[config.mk]
export PLATFORM = sky130hd
export DESIGN_NAME = fetch_unit
export DESIGN_NICKNAME = d
export VERILOG_FILES = /design/src/rtl/fetch_unit_pkg.sv /design/src/rtl/fetch_buf.sv /design/src/rtl/fetch_unit.sv
export SDC_FILE = /design/constraint.sdc
export NUM_CORES = 1
export LEC_CHECK = 0
export ABC_AREA = 1
export BUFFER_PORTS_ARGS = -buffer_cell sky130_fd_sc_hd__buf_4
export CORE_ASPECT_RATIO = 0.7
export CORE_UTILIZATION = 50
export DETAILED_ROUTE_END_ITERATION = 8
export PLACE_DENSITY = 0.77
export SLEW_MARGIN = 20
export SYNTH_ARGS = -nofsm -noshare
export SYNTH_HDL_FRONTEND = slang
export SYNTH_SLANG_ARGS = --single-unit
[constraint.sdc]
create_clock -name clk -period 4.2 [get_ports clk]
set_input_delay 0.63 -clock clk [delete_from_list [all_inputs] [get_ports clk]]
set_output_delay 0.63 -clock clk [all_outputs]
set_load 0.01 [all_outputs]
[src/rtl/fetch_unit_pkg.sv]
// Shared types and constants for the instruction fetch unit and its buffer.
package fetch_unit_pkg;

    typedef enum logic [1:0] {
        IDLE = 2'd0,
        REQ  = 2'd1,
        WAIT = 2'd2
    } fetch_state_t;

    localparam logic [31:0] BUBBLE_INSTR   = 32'h0000_0000;
    localparam logic [31:0] FETCH_RESET_PC = 32'h0000_0000;

    typedef struct packed {
        logic [31:0] instr;
        logic [31:0] pc;
    } fetch_entry_t;

endpackage

[src/rtl/fetch_buf.sv]
// fetch_buf: generic synchronous FIFO with flush; DEPTH must be a power of two.
// Latency: a pushed entry is visible at the head the cycle after the push.
// Backpressure: full blocks push unless a pop happens the same cycle; flush overrides push and pop.
module fetch_buf #(
    parameter  int WIDTH = 64,
    parameter  int DEPTH = 2,
    localparam int AW    = (DEPTH > 1) ? $clog2(DEPTH) : 1,
    localparam int CW    = $clog2(DEPTH + 1)
) (
    input  logic             clk,
    input  logic             rst_n,
    input  logic             push,
    input  logic [WIDTH-1:0] push_dat,
    input  logic             pop,
    input  logic             flush,
    output logic             full,
    output logic             empty,
    output logic [WIDTH-1:0] head_dat,
    output logic [CW-1:0]    count
);

    logic [WIDTH-1:0] mem [DEPTH];
    logic [AW-1:0]    rd_ptr;
    logic [AW-1:0]    wr_ptr;
    logic             do_push;
    logic             do_pop;

    assign do_pop  = pop && !empty;
    assign do_push = push && (!full || do_pop);

    always_ff @(posedge clk or negedge rst_n) begin
        if (!rst_n) begin
            rd_ptr <= '0;
            wr_ptr <= '0;
            count  <= '0;
        end else if (flush) begin
            rd_ptr <= '0;
            wr_ptr <= '0;
            count  <= '0;
        end else begin
            if (do_push) wr_ptr <= wr_ptr + AW'(1);
            if (do_pop)  rd_ptr <= rd_ptr + AW'(1);
            count <= count + CW'(do_push) - CW'(do_pop);
        end
    end

    // Storage needs no reset: the head is only meaningful while count is non-zero.
    always_ff @(posedge clk) begin
        if (do_push && !flush) mem[wr_ptr] <= push_dat;
    end

    assign full     = (count == CW'(DEPTH));
    assign empty    = (count == '0);
    assign head_dat = mem[rd_ptr];

endmodule

[src/rtl/fetch_unit.sv]
// fetch_unit: single-outstanding instruction fetch feeding decode through fetch_buf (FETCH_MISALIGN_CHECK_EN adds if_misalign).
// Latency: an instruction appears on if_valid the cycle after its imem_rvalid.
// Backpressure: id_ready low fills the buffer; no request issues unless a free slot is left for its response.
module fetch_unit
    import fetch_unit_pkg::*;
#(
    parameter logic [31:0] RESET_PC  = FETCH_RESET_PC,
    parameter int          BUF_DEPTH = 2
) (
    input  logic        clk,
    input  logic        rst_n,
    output logic        imem_req,
    output logic [31:0] imem_addr,
    input  logic        imem_gnt,
    input  logic        imem_rvalid,
    input  logic [31:0] imem_rdata,
    input  logic        redirect_valid,
    input  logic [31:0] redirect_pc,
    output logic        if_valid,
    output logic [31:0] if_instr,
    output logic [31:0] if_pc,
`ifdef FETCH_MISALIGN_CHECK_EN
    output logic        if_misalign,
`endif
    input  logic        id_ready
);

    localparam int CW = $clog2(BUF_DEPTH + 1);

    fetch_state_t  state;
    logic [31:0]   fetch_pc;
    logic          drop;
    logic          misalign_q;

    logic          buf_full;
    logic          buf_empty;
    logic [CW-1:0] buf_count;
    fetch_entry_t  push_ent;
    fetch_entry_t  head_ent;
    logic          push;
    logic          pop;
    logic          granted;

    logic [31:0]   redir_tgt;
    logic          redir_mis;
    logic          halt_nxt;
    logic          room_after_push;

`ifdef FETCH_MISALIGN_CHECK_EN
    assign redir_tgt   = {redirect_pc[31:2], 2'b00};
    assign redir_mis   = redirect_valid && (redirect_pc[1:0] != 2'b00);
    assign if_misalign = misalign_q;
`else
    logic unused_redir_lsb;
    assign redir_tgt        = {redirect_pc[31:2], 2'b00};
    assign redir_mis        = 1'b0;
    assign unused_redir_lsb = ^redirect_pc[1:0];
`endif

    assign granted  = (state == REQ) && imem_gnt;
    assign pop      = !buf_empty && id_ready;
    assign push     = (state == WAIT) && imem_rvalid && !drop && !redirect_valid;
    // fetch_pc already moved past the granted word, so its PC is one word back.
    assign push_ent = '{instr: imem_rdata, pc: fetch_pc - 32'd4};

    assign halt_nxt        = redirect_valid ? redir_mis : misalign_q;
    assign room_after_push = pop || (buf_count < CW'(BUF_DEPTH - 1));

    always_ff @(posedge clk or negedge rst_n) begin
        if (!rst_n) begin
            state      <= IDLE;
            fetch_pc   <= RESET_PC;
            drop       <= 1'b0;
            misalign_q <= 1'b0;
        end else begin
            if (redirect_valid) begin
                fetch_pc   <= redir_tgt;
                misalign_q <= redir_mis;
            end else if (granted) begin
                fetch_pc   <= fetch_pc + 32'd4;
            end

            case (state)
                IDLE: begin
                    if (!halt_nxt && (redirect_valid || !buf_full || pop)) state <= REQ;
                end
                REQ: begin
                    if (imem_gnt) begin
                        state <= WAIT;
                        drop  <= redirect_valid;
                    end else if (halt_nxt) begin
                        state <= IDLE;
                    end
                end
                WAIT: begin
                    if (imem_rvalid) begin
                        drop <= 1'b0;
                        if (halt_nxt)
                            state <= IDLE;
                        else if (drop || redirect_valid || room_after_push)
                            state <= REQ;
                        else
                            state <= IDLE;
                    end else if (redirect_valid) begin
                        drop <= 1'b1;
                    end
                end
                default: state <= IDLE;
            endcase
        end
    end

    fetch_buf #(
        .WIDTH ($bits(fetch_entry_t)),
        .DEPTH (BUF_DEPTH)
    ) u_buf (
        .clk      (clk),
        .rst_n    (rst_n),
        .push     (push),
        .push_dat (push_ent),
        .pop      (pop),
        .flush    (redirect_valid),
        .full     (buf_full),
        .empty    (buf_empty),
        .head_dat (head_ent),
        .count    (buf_count)
    );

    assign imem_req  = (state == REQ);
    assign imem_addr = fetch_pc;
    assign if_valid  = !buf_empty;
    assign if_instr  = buf_empty ? BUBBLE_INSTR : head_ent.instr;
    assign if_pc     = buf_empty ? 32'h0 : head_ent.pc;

endmodule

==> impl_metrics.toml <==
[routing]
drtPass1Iterations = 5
wl_per_cell_um = 15.7
ant_nets = 0
vias = 6443
vias_per_cell = 5.27
drt_iter0_drc = 647
drc = 0
routed_wl_um = 19200

[logic_synthesis]
synth_top_area_share_pct = 46.3
synthTopCellsByCount = "nand2_1, edfxtp_1, nor2_1"
synth_edf_count = 124
yosys_register_bits = 162
synth.most_common_cell = "nand2_1"
synth.area.top_cells = "edfxtp_1, nand2_1, dfrtp_1"
synth-main-ff-cell = "edfxtp_1"
syn_area_per_cell_um2 = 9.30
synth_seq_area_share_pct = 58.1
yosysTopAreaCell = "edfxtp_1"
ys_types = 33
async_flop_share_pct = 23.5
netlist_area_um2 = 8040
synth_cells = 864
ys_warn_count = 0

[final_layout]
multi_input_area_um2 = 2930
num-fill-cells = 1309
fin_cells = 1223
drive_above_1_share_pct = 22.8
area_growth_syn_to_layout_pct = 23.1
layout.nets = 1088
diodes = 0
register_area_um2 = 4680

[power_and_ir_drop]
irDropWorstVdd_mv = 0.320
clkPwrFrac_pct = 25.7
p_sw_mw = 2.12
leakage_nw = 4.13
p_int_mw = 3.52
p_seq_share_pct = 36.7
swShare_pct = 37.6
power_density_nw_per_um2 = 570
comb_power_share_pct = 37.6

[worst_setup_path]
slowest_delay_ps = 570
cp-end-kind = "primary output"
crit_top_cell = "buf_4"
crit_chain = "inv_1 -> nand2_1 -> inv_2 -> buf_4 -> a21oi_1 -> buf_4"
path_max_fanout = 41
critical_path.top_delay_family = "buffers and inverters"
startpoint_type = "flop"
crit_type = "reg -> out"
crit_required_ps = 3570
cpMaxStageDelayCell = "inv_2"
crit_buf_inv = 4
crit_arrival_ps = 2240

[placed_design]
pre_cts_ws_ps = 1570
gp_congestion = 0.951
portBuffers = 161
placedCellCount = 1191
dp_hpwl_um = 13200

[clock_network]
clk_latency_ps = 420
cts.htree.levels = 4
cts.sinks = 162
cts_made_buffers = 17
cts-hold-fix-buffers = 0
cts.path.max_buffers = 2
cts_setup_buffers = 0
clkTransAtPathRegs_ps = 60
cts_resized = 0
cts-root-buf = "clkbuf_16"
cts_tree = "yes"

[timing]
final.setup_skew_ps = 8.36
min_period_ps = 2870
relSlewSlack_pct = 39.7
finalMaxSlewViolations = 0
hold_viol = 0
max_freq_ghz = 0.349
setup_tns_ps = 0
finalCritPeriodShare_pct = 68.3
worst_pin_slew_ps = 905
setup_viol = 0
fin_ws_ps = 1330
rsz0062_at_grt = "false"

[grt]
grt_max_degree = 65
track_usage_pct = 23.9
gr-total-overflow = 0
antenna_found_initial = 0
grt_pass1_vias = 5877
grt_pass1_wl_um = 30300

[worst_hold_path]
hold_class = "in -> async"

[floorplanning]
start_util_pct = 51.5
die_w_um = 154
core_region_area_um2 = 15600
dieArea_um2 = 16600
die_h_um = 108
io_pins = 168
fp-row-count = 38

[status]
status = "finished, final reports clean"

[flow_run]
maxCapViolCount = 0
==> kinds of logic (layout without fill, tap and decap cells) <==
kind of cell / Yosys count / after routing / synth area share (%)
flops: 162 / 162 / 58.1
compound gates: 111 / 111 / 7.58
other cells: 1 / 4 / 0.0466
simple gates: 439 / 439 / 23.3
fa+ha+maj: 8 / 8 / 1.25
buf+inv: 107 / 263 / 5.79
xor+xnor: 36 / 36 / 3.92
==> path summary, 6_finish.rpt <==
check	startpoint	end	slack [ps]	cells after the start
max in group asynchronous	rst_n	u_buf.rd_ptr	3630	1
min in group clk	imem_rdata[25]	u_buf.mem[0][57]	400	1
setup / recovery	u_buf.count[1]	if_instr[24]	1330	6
hold / removal	rst_n	state[0]	180	1
setup reg to reg	state[0]	u_buf.mem[1][12]	1870	5
hold reg to reg	drop	drop	540	2
==> routing by layer <==
metal	global-route usage, %	part of all wire [%]
met1	35.9	48
met2	33.9	42
met3	5.65	8.3
met4	7.64	1.7
met5	0	0
==> cell usage in the layout (no fill, tap or decap) <==
master	instances
clkinv_4	3
xor2_1	31
nor2_4	11
nand3b_4	1
nand3_1	50
clkinv_2	4
inv_8	1
nor2_1	83
nand2_2	9
a31o_2	1
o21ai_1	3
o211ai_1	7
dfrtp_2	1
nor3_4	1
edfxtp_1	124
inv_6	3
dfrtp_1	37
nand3b_1	1
o221ai_1	3
inv_2	4
ha_1	8
inv_1	60
o21ai_0	23
o21bai_1	7
a21oi_1	66
xnor2_1	5
clkinvlp_4	2
nand4_1	5
clkinv_1	2
conb_1	4
nor4_1	1
bufinv_16	1
clkbuf_16	17
and2_1	1
a22o_1	1
nand2_1	268
buf_4	166
nor2_2	8
==> stage by stage <==
step	utilization [%]	instance area (um2)	hold WS, ps	power (mW)
floorplan	-	8050	334	3.26
global placement	59.9	9340	489	4.18
detailed placement	59.9	9340	512	4.21
CTS	63.5	9900	191	5.67
global route	63.5	9900	204	5.97
finish	63.5	9900	185	5.64
==> registers in the layout, indices dropped and copies added, names as in the netlist <==
| register | flops |
|---|---|
| drop | 1 |
| u_buf.count | 2 |
| u_buf.rd_ptr | 1 |
| misalign_q | 1 |
| imem_addr | 30 |
| u_buf.mem | 124 |
| u_buf.wr_ptr | 1 |
| state | 2 |
==> power by group through the flow <==
stage / registers [mW] / clock network (mW) / logic (mW)
floorplan: 2.03 / 0 / 1.23
global placement: 2.09 / 0 / 2.08
global route: 2.08 / 1.54 / 2.35
CTS: 2.06 / 1.47 / 2.13
finish: 2.07 / 1.45 / 2.12
detailed placement: 2.09 / 0 / 2.12
==> layout make-up <==
class                   instances  area share (%)
flip-flops and latches        162            47.2
multi-input cells             598            29.6
repair buffers                166            12.6
clock inverters                15            1.33
well taps                     200            2.53
clock buffers                  17            4.30
inverters                      65            2.48
Note: power is estimated with default switching activity, not from simulation.
